**src/rtl/mem_port_arbiter.sv**
```systemverilog
// ============================================================================
// Module      : mem_port_arbiter
// Description : Round-robin arbiter sharing one memory port between instruction
//               fetch and data load/store; registers read data for the
//               datapath. Optional access timeout enabled by MEM_TIMEOUT_EN.
// Revision    : 1.0 - initial release
// ============================================================================
`default_nettype none

module mem_port_arbiter #(
  parameter int AW      = 32,
  parameter int DW      = 32,
  parameter int TIMEOUT = 16
) (
  input  logic          clk,
  input  logic          reset,
  input  logic          if_req,
  input  logic [AW-1:0] if_addr,
  output logic          if_ack,
  input  logic          dm_req,
  input  logic          dm_we,
  input  logic [AW-1:0] dm_addr,
  input  logic [DW-1:0] dm_wdata,
  output logic          dm_ack,
  output logic [DW-1:0] rdata,
  output logic          mem_en,
  output logic          mem_we,
  output logic [AW-1:0] mem_addr,
  output logic [DW-1:0] mem_wdata,
  input  logic [DW-1:0] mem_rdata,
  input  logic          mem_ready,
  output logic          busy,
  output logic          timeout_err
);

  typedef enum logic [1:0] {
    ST_IDLE   = 2'd0,
    ST_ACCESS = 2'd1,
    ST_DONE   = 2'd2
  } state_t;

  state_t        state_q, state_d;
  logic          last_dm_q, last_dm_d;
  logic          grant_dm_q, grant_dm_d;
  logic          mem_en_q, mem_en_d;
  logic          mem_we_q, mem_we_d;
  logic [AW-1:0] mem_addr_q, mem_addr_d;
  logic [DW-1:0] mem_wdata_q, mem_wdata_d;
  logic [DW-1:0] rdata_q, rdata_d;
  logic          if_ack_q, if_ack_d;
  logic          dm_ack_q, dm_ack_d;
  logic          busy_q, busy_d;
  logic          pick_dm;
  logic          finish;

`ifdef MEM_TIMEOUT_EN
  localparam int CW = $clog2(TIMEOUT + 1);
  localparam logic [CW-1:0] C_CNT_LAST = CW'(TIMEOUT - 1);
  logic [CW-1:0] cnt_q, cnt_d;
  logic          tmo_q, tmo_d;
`endif

  // DM wins only when IF is idle or IF was the previous winner.
  assign pick_dm = dm_req & (~if_req | ~last_dm_q);

  always_comb begin
    state_d     = state_q;
    last_dm_d   = last_dm_q;
    grant_dm_d  = grant_dm_q;
    mem_en_d    = 1'b0;
    mem_we_d    = mem_we_q;
    mem_addr_d  = mem_addr_q;
    mem_wdata_d = mem_wdata_q;
    rdata_d     = rdata_q;
    if_ack_d    = 1'b0;
    dm_ack_d    = 1'b0;
    busy_d      = 1'b0;
    finish      = 1'b0;
`ifdef MEM_TIMEOUT_EN
    cnt_d = cnt_q;
    tmo_d = 1'b0;
`endif
    case (state_q)
      ST_IDLE: begin
        if (if_req | dm_req) begin
          state_d    = ST_ACCESS;
          last_dm_d  = pick_dm;
          grant_dm_d = pick_dm;
          mem_en_d   = 1'b1;
          busy_d     = 1'b1;
          if (pick_dm) begin
            mem_addr_d  = dm_addr;
            mem_we_d    = dm_we;
            mem_wdata_d = dm_wdata;
          end else begin
            mem_addr_d = if_addr;
            mem_we_d   = 1'b0;
          end
`ifdef MEM_TIMEOUT_EN
          cnt_d = '0;
`endif
        end
      end
      ST_ACCESS: begin
        mem_en_d = 1'b1;
        busy_d   = 1'b1;
        if (mem_ready) begin
          if (!mem_we_q) rdata_d = mem_rdata;
          finish = 1'b1;
        end
`ifdef MEM_TIMEOUT_EN
        else if (cnt_q == C_CNT_LAST) begin
          finish = 1'b1;
          tmo_d  = 1'b1;
        end else begin
          cnt_d = cnt_q + 1'b1;
        end
`endif
        if (finish) begin
          state_d  = ST_DONE;
          mem_en_d = 1'b0;
          mem_we_d = 1'b0;
          if_ack_d = ~grant_dm_q;
          dm_ack_d = grant_dm_q;
        end
      end
      ST_DONE: state_d = ST_IDLE;
      default: state_d = ST_IDLE;
    endcase
  end

  always_ff @(posedge clk or posedge reset) begin
    if (reset) begin
      state_q     <= ST_IDLE;
      last_dm_q   <= 1'b1;
      grant_dm_q  <= 1'b0;
      mem_en_q    <= 1'b0;
      mem_we_q    <= 1'b0;
      mem_addr_q  <= '0;
      mem_wdata_q <= '0;
      rdata_q     <= '0;
      if_ack_q    <= 1'b0;
      dm_ack_q    <= 1'b0;
      busy_q      <= 1'b0;
    end else begin
      state_q     <= state_d;
      last_dm_q   <= last_dm_d;
      grant_dm_q  <= grant_dm_d;
      mem_en_q    <= mem_en_d;
      mem_we_q    <= mem_we_d;
      mem_addr_q  <= mem_addr_d;
      mem_wdata_q <= mem_wdata_d;
      rdata_q     <= rdata_d;
      if_ack_q    <= if_ack_d;
      dm_ack_q    <= dm_ack_d;
      busy_q      <= busy_d;
    end
  end

`ifdef MEM_TIMEOUT_EN
  always_ff @(posedge clk or posedge reset) begin
    if (reset) begin
      cnt_q <= '0;
      tmo_q <= 1'b0;
    end else begin
      cnt_q <= cnt_d;
      tmo_q <= tmo_d;
    end
  end
  assign timeout_err = tmo_q;
`else
  assign timeout_err = 1'b0;
`endif

  assign if_ack    = if_ack_q;
  assign dm_ack    = dm_ack_q;
  assign rdata     = rdata_q;
  assign mem_en    = mem_en_q;
  assign mem_we    = mem_we_q;
  assign mem_addr  = mem_addr_q;
  assign mem_wdata = mem_wdata_q;
  assign busy      = busy_q;

endmodule

`default_nettype wire
```
**config.mk**
```make
export PLATFORM = sky130hd
export DESIGN_NAME = mem_port_arbiter
export DESIGN_NICKNAME = d
export VERILOG_FILES = /design/src/rtl/mem_port_arbiter.sv
export SDC_FILE = /design/constraint.sdc
export NUM_CORES = 1
export LEC_CHECK = 0
export CORE_MARGIN = 2
export CORE_UTILIZATION = 39
export CTS_CLUSTER_DIAMETER = 60
export DETAILED_ROUTE_END_ITERATION = 7
export HOLD_SLACK_MARGIN = 0.05
export PLACE_DENSITY = 0.85
export SETUP_SLACK_MARGIN = 0.05
export SYNTH_ARGS = -nofsm -noshare
export SYNTH_HDL_FRONTEND = slang
export SYNTH_SLANG_ARGS = --single-unit
```
**constraint.sdc**
```tcl
create_clock -name clk -period 4 [get_ports clk]
set_clock_uncertainty 0.05 [all_clocks]
set_input_delay 0.6 -clock clk [delete_from_list [all_inputs] [get_ports clk]]
set_output_delay 0.6 -clock clk [all_outputs]
set_load 0.05 [all_outputs]
```
==> metrics.md <==
| Metric | Value |
|---|---|
| Max clock buf depth | `2` |
| Synth warn | `0` |
| Final Max Tran Viols | `0` |
| Area delta synth->final | `62.8%` |
| Yosys top cell area share | `around three fifths` |
| Hold WS | `about 0.38 ns` |
| Initial core utilization | `around two fifths` |
| Unrepaired setup endpoints after global routing | `no` |
| GRT Total Usage | `18.3%` |
| Critical path type | `in -> reg` |
| Fmax | `about 0.4 GHz` |
| Final setup violation count | `0` |
| Post-Synthesis Cell Area | `~4400 um2` |
| Leak pwr | `3.03 nW` |
| Nets@finish | `640` |
| Final hold vios | `0` |
| Detailed Place HPWL | `about 8600 um` |
| WP data arrival | `2.67 ns` |
| Tightest Pin Transition | `approximately 1.1 ns` |
| Post-synthesis sequential area ratio | `59.8%` |
| Synth unique cells | `20` |
| Root Buffer Master | `clkbuf_16` |
| Vias/cell | `~4.7` |
| Setup TNS | `0 ns` |
| Most common cell after layout, fill and taps aside | `clkdlybuf4s50_1` |
| DP Worst Slack | `1.15 ns` |
| Layout cells sized above 1 | `between 20% and 30%` |
| Total CTS buffers | `9` |
| Grt ovf | `0` |
| Die ar. | `approximately 12,000 um2` |
| Clk pin slew, worst setup/hold paths | `~0.070 ns` |
| Slew HR | `between 20% and 30%` |
| R2R Setup Slk | `between 1.5 and 2 ns` |
| Power Density | `about 980 nW/um2` |
| Row count | `38` |
| Diodes inserted | `0` |
| Yosys top cell by area | `dfrtp_1` |
| CTS tree | `yes` |
| Post-layout min period | `between 2 and 2.5 ns` |
| Clk_lat worst skew | `roughly 0.33 ns` |
| Worst Path Max Fanout | `35` |
| DR iter-0 viols | `63` |
| Post-DR wirelength/cell | `about 17 um` |
| First-pass GRT wire length | `roughly 17,000 um` |
| Synth area leaders | `dfrtp_1 59%, mux2_2 26%, mux2_4 9.2%, buf_2 1.1%, buf_8 0.68%` |
| DR vias | `~3,100` |
| Routability Congestion | `0.738` |
| Most frequent cells in the layout | `234 x clkdlybuf4s50_1, 104 x dfrtp_1, 101 x mux2_2` |
| Initial antenna violation count | `0` |
| Std-Cell Core Area | `between 10,000 and 15,000 um2` |
| Post-synth net total | `between 400 and 500` |
| Port Buf Inserts | `around 230` |
| H-tree depth | `3` |
| Die Ht | `between 100 and 150 um` |
| Worst Reg-to-Reg Cells | `3` |
| Largest net degree at the start of global routing | `between 40 and 50` |
| Fin crit share | `~62%` |
| I/O Pins | `approximately 240` |
| Worst Hold Class | `reg -> reg` |
| Sink Count | `105` |
| Drt pass-1 iters | `4` |
| Die Wd | `approximately 110 um` |
| Setup Buffers After CTS | `0` |
| CTS Hold Bufs | `0` |
| Status | `completed` |
| WL final | `about 11,000 um` |
| Worst IR Drop VDD | `approximately 640 uV` |
| # resized after CTS | `0` |
| Worst Path Required | `4.17 ns` |
| Synthesized flop and latch total | `~110` |
| Maxcap violations | `0` |
| Post-Syn Area per Cell | `16.2 um2` |
| Cells after Synth | `272` |
| DRT antenna net count | `0` |
| Hold path depth | `1` |
| Startpoint Class | `input port` |
| DRC | `0` |
| Vias in the first global route | `roughly 3,300` |
| Fin worst setup slack | `between 1.5 and 2 ns` |
| Kind of end point of the critical path | `register` |
layout make-up:
type,count,area (um2)
clock buffers,11,253
fillers,828,3770
repair buffers,239,2380
flip-flops and latches,105,2630
well taps,140,175
multi-input cells,147,1650
clock inverters,5,62.6
inverters,4,17.5
flip-flops by register name (all words and copies together) (netlist names):
name / flops
busy: 1
state_q: 2
mem_wdata: 32
last_dm_q: 1
grant_dm_q: 1
if_ack: 1
mem_addr: 32
mem_we: 1
rdata: 32
mem_en: 1
dm_ack: 1
power breakdown:
group	switching, W	total [W]	internal [W]
sequential	0.000288	0.00190	0.00161
clock	0.000389	0.000912	0.000523
combinational	0.00253	0.00418	0.00165
final timing paths:
kind,start,to
setup / recovery,dm_req,mem_wdata[11]
hold / removal,grant_dm_q,if_ack
setup reg to reg,last_dm_q,mem_wdata[11]
hold reg to reg,grant_dm_q,if_ack
max in group asynchronous,reset,mem_wdata[15]
min in group asynchronous,reset,mem_wdata[16]
cell families after synthesis:
logic type	after synthesis	synth area share [%]
AO/OA/AOI/OAI	8	1.11
flip-flops	105	59.8
buffers and inverters	20	2.93
multiplexers	128	35.1
AND/OR/NAND/NOR	10	1.05
other	1	0.0852
metal layers:
layer	part of all wire, %	global-route usage, %	up-vias
met3	9.1	5.88	24
met2	51	31.0	135
li1	-	-	1424
met4	3.0	8.48	0
met5	0	0	-
met1	37	21.2	1497
Yosys cell counts:
library cell and instances:
buf_8 2, mux2_2 101, inv_1 4, o22ai_1 1, conb_1 1, or3_1 1, clkbuf_1 1, dfstp_2 1
o21a_1 1, nand2_1 3, buf_4 1, dfrtp_1 104, nand3b_1 1, buf_2 10, o21ai_0 5, nor2_1 4
a21bo_1 1, nand2b_1 1, mux2_4 27, buf_6 2
worst max-delay path: stages:
cell             delay, ns
clkdlybuf4s50_1       0.49
a21bo_1               0.22
or3_2                 0.85
mux2_4                0.47
per-stage QoR:
| step | cell area, um2 | cells | total power [W] | util (%) |
|---|---|---|---|---|
| global placement | 6850 | 635 | 0.00603 | 62.6 |
| detailed placement | 6850 | 635 | 0.00613 | 62.6 |
| CTS | 7160 | 651 | 0.00706 | 65.5 |
| finish | 7160 | 651 | 0.00699 | 65.5 |
| global route | 7160 | 651 | 0.00729 | 65.5 |
| floorplan | 4400 | 272 | 0.00471 | - |
Note: power is estimated with default switching activity, not from simulation.
